File: config.mk
export PLATFORM = sky130hd
export DESIGN_NAME = fcel_cfg_loader
export DESIGN_NICKNAME = d
export VERILOG_FILES = /design/src/rtl/fcel_cfg_loader.sv
export SDC_FILE = /design/constraint.sdc
export NUM_CORES = 1
export LEC_CHECK = 0
export ABC_AREA = 1
export CORE_MARGIN = 1.5
export CORE_UTILIZATION = 45
export CTS_CLUSTER_DIAMETER = 80
export DETAILED_ROUTE_END_ITERATION = 7
export DONT_BUFFER_PORTS = 1
export PLACE_DENSITY = 0.69
export REMOVE_ABC_BUFFERS = 1
export SYNTH_ARGS = -nofsm -noshare
export SYNTH_HDL_FRONTEND = slang
export SYNTH_HIERARCHICAL = 1
export SYNTH_SLANG_ARGS = --single-unit
File: constraint.sdc
create_clock -name clk -period 4.7 [get_ports clk]
set_input_delay 0.94 -clock clk [delete_from_list [all_inputs] [get_ports clk]]
set_output_delay 0.94 -clock clk [all_outputs]
set_load 0.005 [all_outputs]
File: src/rtl/fcel_cfg_loader.sv
// fcel_cfg_loader: turns a framed 16-bit configuration stream into checked
// 124-bit ctrs writes, one frame per fcel cell.
// Frame = header (sync + cell address), 8 payload words, XOR checksum word.

// One 16-bit slice of the assembled ctrs word. It captures the stream word
// when the payload index selects this lane.
module fcel_cfg_lane #(
    parameter int VEC_W = 16,
    parameter int IDX_W = 3,
    parameter int IDX   = 0
) (
    input  logic             clk,
    input  logic             rst,
    input  logic             wr_en,
    input  logic [IDX_W-1:0] wr_idx,
    input  logic [VEC_W-1:0] din,
    output logic [VEC_W-1:0] q
);
    localparam logic [IDX_W-1:0] MY_IDX = IDX_W'(IDX);

    // store the payload word addressed to this lane
    always_ff @(posedge clk) begin
        if (rst)                               q <= '0;
        else if (wr_en && (wr_idx == MY_IDX))  q <= din;
    end
endmodule

module fcel_cfg_loader #(
    parameter int         NCELL  = 16,
    parameter int         ADDR_W = 4,
    parameter logic [3:0] SYNC   = 4'hA
) (
    input  logic              clk,
    input  logic              rst,
    input  logic [15:0]       s_data,
    input  logic              s_valid,
    output logic              s_ready,
    output logic [ADDR_W-1:0] cfg_addr,
    output logic [123:0]      cfg_data,
    output logic              cfg_we,
    output logic              busy,
    output logic [7:0]        frame_cnt,
    output logic [7:0]        err_cnt,
    output logic              err_flag,
    input  logic              err_clr
);
    localparam int NUM_LANES = 8;
    localparam int VEC_W     = 16;
    localparam int IDX_W     = 3;
    localparam int CFG_W     = 124;

    // address check is done one bit wider so NCELL == 2**ADDR_W still fits
    localparam logic [ADDR_W:0]    NCELL_V  = (ADDR_W+1)'(NCELL);
    localparam logic [IDX_W-1:0]   LAST_IDX = IDX_W'(NUM_LANES-1);

    localparam logic [1:0] ST_IDLE   = 2'd0;
    localparam logic [1:0] ST_LOAD   = 2'd1;
    localparam logic [1:0] ST_CHECK  = 2'd2;
    localparam logic [1:0] ST_COMMIT = 2'd3;

    typedef struct packed {
        logic [ADDR_W-1:0] addr;
        logic [CFG_W-1:0]  data;
    } cfg_req_t;

    logic [1:0]                      state, state_nxt;
    logic [IDX_W-1:0]                pay_idx;
    logic [ADDR_W-1:0]               hdr_addr;
    logic [VEC_W-1:0]                run_chk;
    logic [NUM_LANES-1:0][VEC_W-1:0] lanes;
    logic [NUM_LANES*VEC_W-1:0]      asm_flat;
    logic                            unused_hi;
    cfg_req_t                        req;
    logic                            xfer, sync_ok, addr_ok, chk_ok;
    logic                            lane_we, err_ev, commit_ev;

    // COMMIT is the only state that stalls the source; reset also holds it off
    assign s_ready  = !rst && (state != ST_COMMIT);
    assign busy     = (state != ST_IDLE);
    assign xfer     = s_valid && s_ready;
    assign sync_ok  = (s_data[15:12] == SYNC);
    assign addr_ok  = ({1'b0, hdr_addr} < NCELL_V);
    assign chk_ok   = (s_data == run_chk) && addr_ok;
    assign lane_we  = xfer && (state == ST_LOAD);

    // lane 0 holds payload word 1, so it lands in the low bits
    assign asm_flat  = lanes;
    assign unused_hi = ^asm_flat[NUM_LANES*VEC_W-1:CFG_W];
    assign req.addr  = hdr_addr;
    assign req.data  = asm_flat[CFG_W-1:0];

    for (genvar g = 0; g < NUM_LANES; g++) begin : g_lane
        fcel_cfg_lane #(
            .VEC_W (VEC_W),
            .IDX_W (IDX_W),
            .IDX   (g)
        ) u_lane (
            .clk    (clk),
            .rst    (rst),
            .wr_en  (lane_we),
            .wr_idx (pay_idx),
            .din    (s_data),
            .q      (lanes[g])
        );
    end

    // frame sequencing; errors and commits are decided on the handshake edge
    always_comb begin
        state_nxt = state;
        err_ev    = 1'b0;
        commit_ev = 1'b0;
        case (state)
            ST_IDLE: begin
                if (xfer) begin
                    if (sync_ok) state_nxt = ST_LOAD;
                    else         err_ev    = 1'b1;
                end
            end
            ST_LOAD: begin
                if (xfer && (pay_idx == LAST_IDX)) state_nxt = ST_CHECK;
            end
            ST_CHECK: begin
                if (xfer) begin
                    if (chk_ok) begin
                        state_nxt = ST_COMMIT;
                        commit_ev = 1'b1;
                    end else begin
                        state_nxt = ST_IDLE;
                        err_ev    = 1'b1;
                    end
                end
            end
            ST_COMMIT: state_nxt = ST_IDLE;
            default:   state_nxt = ST_IDLE;
        endcase
    end

    // state register
    always_ff @(posedge clk) begin
        if (rst) state <= ST_IDLE;
        else     state <= state_nxt;
    end

    // header latch, payload index and running checksum
    always_ff @(posedge clk) begin
        if (rst) begin
            hdr_addr <= '0;
            pay_idx  <= '0;
            run_chk  <= '0;
        end else if (xfer && (state == ST_IDLE) && sync_ok) begin
            hdr_addr <= s_data[ADDR_W-1:0];
            pay_idx  <= '0;
            run_chk  <= '0;
        end else if (lane_we) begin
            pay_idx  <= pay_idx + 1'b1;
            run_chk  <= run_chk ^ s_data;
        end
    end

    // write port: loaded on the checksum handshake so it is valid during COMMIT,
    // then held until the next commit
    always_ff @(posedge clk) begin
        if (rst) begin
            cfg_we   <= 1'b0;
            cfg_addr <= '0;
            cfg_data <= '0;
        end else begin
            cfg_we <= commit_ev;
            if (commit_ev) begin
                cfg_addr <= req.addr;
                cfg_data <= req.data;
            end
        end
    end

    // saturating frame / error counters
    always_ff @(posedge clk) begin
        if (rst) begin
            frame_cnt <= '0;
            err_cnt   <= '0;
        end else begin
            if ((state == ST_COMMIT) && (frame_cnt != 8'hFF)) frame_cnt <= frame_cnt + 8'd1;
            if (err_ev && (err_cnt != 8'hFF))                 err_cnt   <= err_cnt + 8'd1;
        end
    end

    // sticky error flag; a new error beats a simultaneous clear
    always_ff @(posedge clk) begin
        if (rst)          err_flag <= 1'b0;
        else if (err_ev)  err_flag <= 1'b1;
        else if (err_clr) err_flag <= 1'b0;
    end
endmodule

# After elaboration in Yosys (flattened, before gate mapping)
# Index checks and enable logic that the tools add are counted.
# classes
n_reduce_logical	23
eq_ne	19
mux	16
add_sub_neg	3
bitwise	1
# ops
cell	count
8-bit by 1-bit adder with 8-bit output (second input constant)	2
16-bit == test	1
1-bit logical AND	16
8-bit != test (second input constant)	2
16-bit XOR	1
3-bit == test (second input constant)	4
2-bit 2-to-1 mux	5
1-bit 2-to-1 mux	9
2-bit != test (second input constant)	4
2-bit case mux with 4 select lines	1
3-bit by 2-bit == test with 1-bit output (second input constant)	2
2-bit == test (second input constant)	2
4-bit == test (second input constant)	1
4-bit AND reduction	1
2-bit nonzero test	2
3-bit by 1-bit adder with 3-bit output (second input constant)	1
3-bit by 1-bit == test with 1-bit output (second input constant)	1
3-bit zero test	1
2-bit by 1-bit == test with 1-bit output (second input constant)	1
2-bit zero test	1
2-bit by 1-bit != test with 1-bit output (second input constant)	1
1-bit case mux with 2 select lines	1
2-bit OR reduction	1
1-bit zero test	1
# word_totals
wordCells	80
out_inout_bits	148
ff_bits	295
inputBits	20

# Logic depth before layout (Yosys ltp)
# Gate-level depths: netlist (run 1).
# logic_depth
word_depth	6
mapped_depth	12
ltp_nobuf	11

# Modules after synthesis
# The synthesis (run 1) kept the hierarchy.
# by_module_without_submodules
module	cells_each	area_per_inst_um2	instances	seq_area_each_um2
fcel_cfg_loader	1168	7636.1	1	3423.3
fcel_cfg_lane (g_lane[1].u_lane ...)	107	757.0	3	320.3
fcel_cfg_lane (g_lane[3].u_lane ...)	108	726.9	3	320.3
fcel_cfg_lane (g_lane[0].u_lane)	107	767.0	1	320.3
fcel_cfg_lane (g_lane[7].u_lane)	104	684.4	1	320.3

# Least setup slack after synthesis (run 1)
# No wires, ideal clock.
# synth_timing
kind	in2reg
startpoint	input port rst
endpoint	register g_lane[5].u_lane.q[10]
arrival_time_ns	2.313
path_buffers	3
setup_ns	0.113
stages	12
slack_ns	2.275
required_ns	4.587
cell_sequence	inv_2 -> and3_1 -> buf_2 -> inv_1 -> nor2_2 -> buf_2 -> nand2_1 -> inv_2 -> buf_6 -> nand3_1 -> nand2_1 -> nor2_1
# synth_between
elab_chain_cells	5
# synth_lines
item	line_no	rtl
start: declaration	34	input logic rst,
1-bit zero test	78	assign s_ready = !rst && (state != ST_COMMIT);
1-bit logical AND	78	
1-bit logical AND	80	assign xfer = s_valid && s_ready;
1-bit logical AND	84	assign lane_we = xfer && (state == ST_LOAD);
named net lane_we	75	logic lane_we, err_ev, commit_ev;
1-bit logical AND	24	else if (wr_en && (wr_idx == MY_IDX)) q <= din;
end signal: assignment	24	
end: declaration	17	output logic [VEC_W-1:0] q
# The timed path passes the listed nets, and every way through them passes these cells.
# A chain may end at the register's enable or synchronous reset.

# Worst setup path in the final report (run 1)
# layout_timing
startpoint	input port rst
endpoint	register g_lane[0].u_lane.q[0]
# layout_between
elab_chain_cells	5
# layout_lines
item	line_no
1-bit zero test	78
1-bit logical AND	78
1-bit logical AND	80
1-bit logical AND	84
1-bit logical AND	24
end signal: assignment	24
end: declaration	17
# Several ways; a longest one is shown, not always the timed one.

==> results of run 1 <==
-- registers in the layout, summed over array words and instances, names as in the netlist --
register / cells
cfg_we: 1
run_chk: 16
err_flag: 1
cfg_addr: 4
err_cnt: 8
pay_idx: 3
frame_cnt: 8
state: 2
hdr_addr: 4
cfg_data: 124
g_lane.u_lane/q: 124
-- layout make-up --
| type | count | area (sq um) | share of cell area (%) |
|---|---|---|---|
| diodes | 1 | 2.50 | 0.0176 |
| clock buffers | 44 | 895 | 6.29 |
| clock inverters | 13 | 100 | 0.704 |
| inverters | 465 | 1750 | 12.3 |
| multi-input cells | 1144 | 5040 | 35.5 |
| flip-flops and latches | 295 | 5910 | 41.5 |
| well taps | 384 | 480 | 3.38 |
| repair buffers | 4 | 42.5 | 0.299 |
-- metal layers --
metal | vias up | global-route usage (%) | wire length, um
met5 | - | 0 | 0
met4 | 0 | 5.20 | 655
met3 | 50 | 5.69 | 2350
met2 | 237 | 34.1 | 14000
met1 | 4721 | 25.4 | 14000
li1 | 5809 | - | -
-- path summary, 6_finish.rpt --
path,start,to,slack [ns]
max,rst,g_lane[0].u_lane/q[0],1.96
min,rst,err_flag,0.46
max reg2reg,state[0],g_lane[0].u_lane/q[0],2.37
min reg2reg,g_lane[5].u_lane/q[13],g_lane[5].u_lane/q[13],0.48
-- worst register-to-register path: cells and delay by family (launching register included) --
kind	cells	cell delay (ns)
buffers and inverters	3	0.51
AND/OR/NAND/NOR	7	1.36
flip-flops	1	0.35
-- through the flow --
step	worst slack [ns]	utilization, %	hold WS (ns)	instances	total power [W]
CTS	2.00	49.0	0.435	2349	0.00510
finish	1.96	49.0	0.460	2350	0.00503
global route	1.73	49.0	0.434	2349	0.00523
global placement	1.49	45.6	0.459	2292	0.00272
floorplan	-1.92	-	0.446	1904	0.00269
detailed placement	1.41	45.6	0.468	2292	0.00273
-- where the power goes --
part           total (W)  internal, W  switching, W
clock network    0.00236      0.00138      0.000985
logic           0.000160    0.0000517      0.000109
registers        0.00251      0.00250    0.00000510
==> results.md, run 1 <==
## Status
- finished, final reports clean — run status

## Synthesis
- 6.69 sq um — Synth Area per Inst
- 6 — Yosys warnings
- 2000 — gate count after technology mapping
- 0.0134 sq mm — total standard cell area after synthesis

## Flow run
- 0 — number of max-cap violations

## Timing
- 0 ns — setup total negative slack
- 0 — Slew Viols, Final
- 365 MHz — maximum clock frequency
- 2.74 ns — clock period minus final worst setup slack
- 58.3% — share of the cycle needed by the critical path after routing
- 0 — final count of hold timing violations
- 0.891 ns — Worst Tran Pin Value
- false — unrepaired setup endpoints after global routing
- 0.00902 ns — Worst Skew
- 0 — number of endpoints failing setup at the final stage
- 40.5% — tightest slew margin relative to the limit

## Worst hold path
- 1 — WHS Path Cells
- in2reg — worst hold-check path type

## Setup path
- nor2_4 — critical path's slowest cell
- 10 — depth of the worst register-to-register path
- 10 — number of logic stages on the critical path including buffering
- 3.17 ns — crit path DAT
- 63 — highest net fanout along the worst path
- 5.13 ns — Req. time, crit path
- inv_1 — cell mode on critical path
- 0.53 ns — maximum single-stage delay on the critical path
- inv_4 -> and3_1 -> inv_1 -> nor2_2 -> buf_4 -> inv_1 -> nor2_4 -> nand3_1 -> nand2_1 -> nor2_1 — critical path, cell by cell
- 4 — crit path buf inv count
- simple AND/OR/NAND/NOR gates — Largest delay share family, worst path
- in2reg — type of the worst setup path
- input port — critical path launch point type
- flop — Worst Setup End Kind

## Cells and area
- 1965 — Nets
- inv_1 (454), nand2_1 (364), nor2_1 (359), dfxtp_1 (295), nand3_1 (132) — commonest cells after routing, fill and taps aside
- 4.99% — share of final-layout standard cells stronger than drive strength 1
- 2958 — final-layout fill cell count
- inv_1 — commonest non-fill, non-tap cell in the layout
- 6.24% — synth-to-layout area growth
- 0.0142 sq mm — final non-filler cell area

## Floorplan
- 62 — std cell rows
- 168 — ports placed on the boundary
- 175 um — height of the die
- 175 um — DIE WIDTH
- 46.1% — starting density of the core
- 0.0308 sq mm — DIE AREA
- 0.0290 sq mm — Std-Cell Core Area

## Clock network
- 0 — number of setup buffers added after CTS
- done — TritonCTS clock tree
- 31 — CTS Buf Count
- 1 — maximum level of the CTS H-tree
- clkbuf_16 — clock tree root buffer cell
- 3 — Longest Clk Path Bufs
- 0 — PostCTS Resize Cnt
- 295 — sink count of the clock tree
- 0.06 ns — CTS clk-pin slew, worst paths
- 0 — total of hold buffers inserted after clock tree synthesis
- 0.54 ns — clock latency reported for the late side of the worst-skew pair

## Route
- 4.60 — via count normalized by instance count
- 4 — first-pass detailed-route iteration total
- 0 — number of remaining DRC errors
- 13.2 um — routed length per instance
- 10.8k — via count
- 0 — number of routed nets with antenna violations
- 701 — iteration-0 DRC count of the detailed router
- 31100 um — WL final

## Place
- 0.0132 sq mm — post-place instance area
- 19100 um — detailed placement HPWL
- 0.817 — routability congestion estimate
- 0 — IO buf count

## Global routing
- 174 — pin count of the biggest net entering global routing
- 10.1k — via count of the first global-routing pass
- 0 — aggregate global routing overflow
- 50800 um — first-pass GRT wire length
- 20.2% — combined global-route utilization of all metal layers
- 1 — antenna violations before repair

## Power
- 354 mW/mm^2 — Pwr per Cell Area
- 0.321 mV — largest voltage drop on the vdd net
- 6.62 nW — Leak Pwr

No activity file was read; power rests on OpenSTA's default activity.
==> inputs of run 2 (changes only) <==
clock period = 2.6 ns   (was 4.7 ns; I/O delays follow)
==> run 2 against run 1 <==
Clock power increased by 76%. Flip-flop and latch count unchanged. Global-route usage increased by 0.24 points. Highest routed layer unchanged.
==> results.md, run 2 (synthesis results as in run 1) <==
## Route
- 720 — iteration-0 DRC count of the detailed router, +2.7%
- 0 — number of remaining DRC errors, unchanged
- 13.3 um — routed length per instance, +0.27%
- 5 — first-pass detailed-route iteration total, +1
- 10.9k — via count, +0.70%
- 31200 um — WL final, +0.40%
- 4.63 — via count normalized by instance count, +0.57%
- 0 — number of routed nets with antenna violations, unchanged

## Timing
- 0 ns — setup total negative slack, unchanged
- 89.2% — share of the cycle needed by the critical path after routing
- 0 — Slew Viols, Final, unchanged
- 0.00953 ns — Worst Skew, +0.000512 ns
- 2.32 ns — clock period minus final worst setup slack
- false — unrepaired setup endpoints after global routing
- 28.6% — tightest slew margin relative to the limit, -12 points
- 0 — final count of hold timing violations, unchanged
- 431 MHz — maximum clock frequency
- 1.07 ns — Worst Tran Pin Value, +0.180 ns
- 0.0410 ns — final hold slack, -0.419 ns
- 0 — number of endpoints failing setup at the final stage, unchanged

## Setup path
- o21ai_0 — critical path's slowest cell
- 0.53 ns — maximum single-stage delay on the critical path, about the same
- 1 — crit path buf inv count, -3
- simple AND/OR/NAND/NOR gates — Largest delay share family, worst path
- 200 — highest net fanout along the worst path, +220%
- cfg_data[90] — capturing point of the worst reg2reg path
- 0.28 ns — setup slack on the worst flop-to-flop path, -2.09 ns
- flop — Worst Setup End Kind
- 7 — number of logic stages on the critical path including buffering, -3
- flop — critical path launch point type
- run_chk[9] — worst reg2reg path startpoint
- run_chk[9] — Setup crit start
- reg2reg — type of the worst setup path
- xnor2_1 -> nand3_1 -> nor2_2 -> nand4_4 -> buf_12 -> o21ai_0 -> nor2_1 — critical path, cell by cell
- cfg_data[90] — capture point of the worst path
- 2.74 ns — crit path DAT, -0.43 ns
- 3.02 ns — Req. time, crit path, -2.11 ns
- 7 — depth of the worst register-to-register path, -3

## Clock network
- 0 — PostCTS Resize Cnt, unchanged
- 0.06 ns — CTS clk-pin slew, worst paths, about the same
- 0 — total of hold buffers inserted after clock tree synthesis, unchanged
- 1 — maximum level of the CTS H-tree, unchanged
- done — TritonCTS clock tree
- 0.55 ns — clock latency reported for the late side of the worst-skew pair, about the same
- 3 — Longest Clk Path Bufs, unchanged
- 295 — sink count of the clock tree, unchanged
- clkbuf_16 — clock tree root buffer cell
- 31 — CTS Buf Count, unchanged
- 0 — number of setup buffers added after CTS, unchanged

## Floorplan
- 175 um — DIE WIDTH, unchanged
- 62 — std cell rows, unchanged
- 0.0290 sq mm — Std-Cell Core Area, unchanged
- 175 um — height of the die, unchanged
- 46.1% — starting density of the core, unchanged
- 168 — ports placed on the boundary, unchanged
- 0.0308 sq mm — DIE AREA, unchanged

## Power
- 0.00703 W — internal power, +79%
- 3.3% — share of power burned in combinational logic, about the same
- 0.599 mV — largest voltage drop on the vdd net, +87%
- 0.00195 W — switching power, +77%
- 0.00898 W — total power after layout, +79%
- 21.7% — net switching fraction of the power, -0.15 points
- 6.63 nW — Leak Pwr, +0.16%
- 631 mW/mm^2 — Pwr per Cell Area, +78%
- 46.2% — clock power share, -0.7 points
- 50.5% — share of total power in sequential cells, +0.6 points

## Cells and area
- 2905 — final-layout fill cell count, -1.8%
- 6.26% — synth-to-layout area growth, about the same
- inv_1 (454), nand2_1 (364), nor2_1 (359), dfxtp_1 (295), nand3_1 (132) — commonest cells after routing, fill and taps aside
- cfg_data x124, g_lane.u_lane/q x124, run_chk x16 — biggest regs
- inv_1 — commonest non-fill, non-tap cell in the layout
- 2353 — post-route insts no fill, +0.13%
- 4.98% — share of final-layout standard cells stronger than drive strength 1, -0.0076 points
- 1973 — Nets, +0.41%

## Worst hold path
- in2reg — worst hold-check path type

## Place
- 2300 — post-placement cell count, +0.35%
- 19300 um — detailed placement HPWL, +1.0%
- 0.828 — routability congestion estimate, +1.3%
- 0 — IO buf count, unchanged

## Status
- finished, final reports clean — run status

## Global routing
- 10.3k — via count of the first global-routing pass, +2.1%
- 201 — pin count of the biggest net entering global routing, +16%
- 51600 um — first-pass GRT wire length, +1.7%
- 20.5% — combined global-route utilization of all metal layers, +0.24 points
- 0 — aggregate global routing overflow, unchanged
- 1 — antenna violations before repair, unchanged

## Flow run
- 0 — number of max-cap violations, unchanged

==> run 2: metal layers <==
layer | vias up | wire [um] | GRT usage [%] | part of all wire, %
li1 | 5816 | - | - | -
met1 | 4806 | 14000 | 25.9 | 45
met2 | 225 | 14200 | 34.8 | 46
met3 | 46 | 2450 | 5.67 | 7.9
met4 | 0 | 533 | 4.45 | 1.7
met5 | - | 0 | 0 | 0
==> run 2: layout make-up <==
type                            instances  area, sq um  share of cell area (%)
Inverter                              465         1750                    12.3
Multi-Input combinational cell       1144         5040                    35.5
Tap cell                              384          480                    3.38
Timing Repair Buffer                   12          103                   0.721
Sequential cell                       295         5910                    41.5
Clock buffer                           45          878                    6.18
Antenna cell                            1         2.50                  0.0176
Clock inverter                          7         60.1                   0.422
==> run 2: stage by stage <==
stage	setup slack, ns	util, %	area (sq um)
3_3_place_gp	0.276	45.8	13300
3_5_place_dp	0.256	45.8	13300
2_1_floorplan	-3.60	-	12700
4_1_cts	0.390	49.0	14200
6_report	0.280	49.0	14200
5_1_grt	0.143	49.0	14200
==> run 2: worst min-delay path by stage <==
stage | to | slack [ns] | startpoint | cells past startpoint
after global routing | frame_cnt[7] | 0.01 | rst | 1
after detailed placement | g_lane[1].u_lane/q[7] | 0.47 | g_lane[1].u_lane/q[7] | 2
final | err_flag | 0.04 | rst | 1
after global placement | g_lane[4].u_lane/q[3] | 0.46 | g_lane[4].u_lane/q[3] | 2
after CTS | err_flag | 0.01 | rst | 1
after floorplan | g_lane[1].u_lane/q[0] | 0.45 | g_lane[1].u_lane/q[0] | 2
==> run 2: power by group through the flow <==
stage	Combinational [W]	Clock, W	Sequential, W
finish	0.000295	0.00415	0.00454
global route	0.000347	0.00442	0.00454
CTS	0.000298	0.00425	0.00454
detailed placement	0.000296	0	0.00464
global placement	0.000292	0	0.00464
floorplan	0.000230	0	0.00463
==> run 2: worst reg2reg max path, cell delays in order, from the launching register on <==
cell,delay [ns]
dfxtp_1,0.33
xnor2_1,0.27
nand3_1,0.13
nor2_2,0.21
nand4_4,0.12
buf_12,0.22
o21ai_0,0.84
nor2_1,0.07
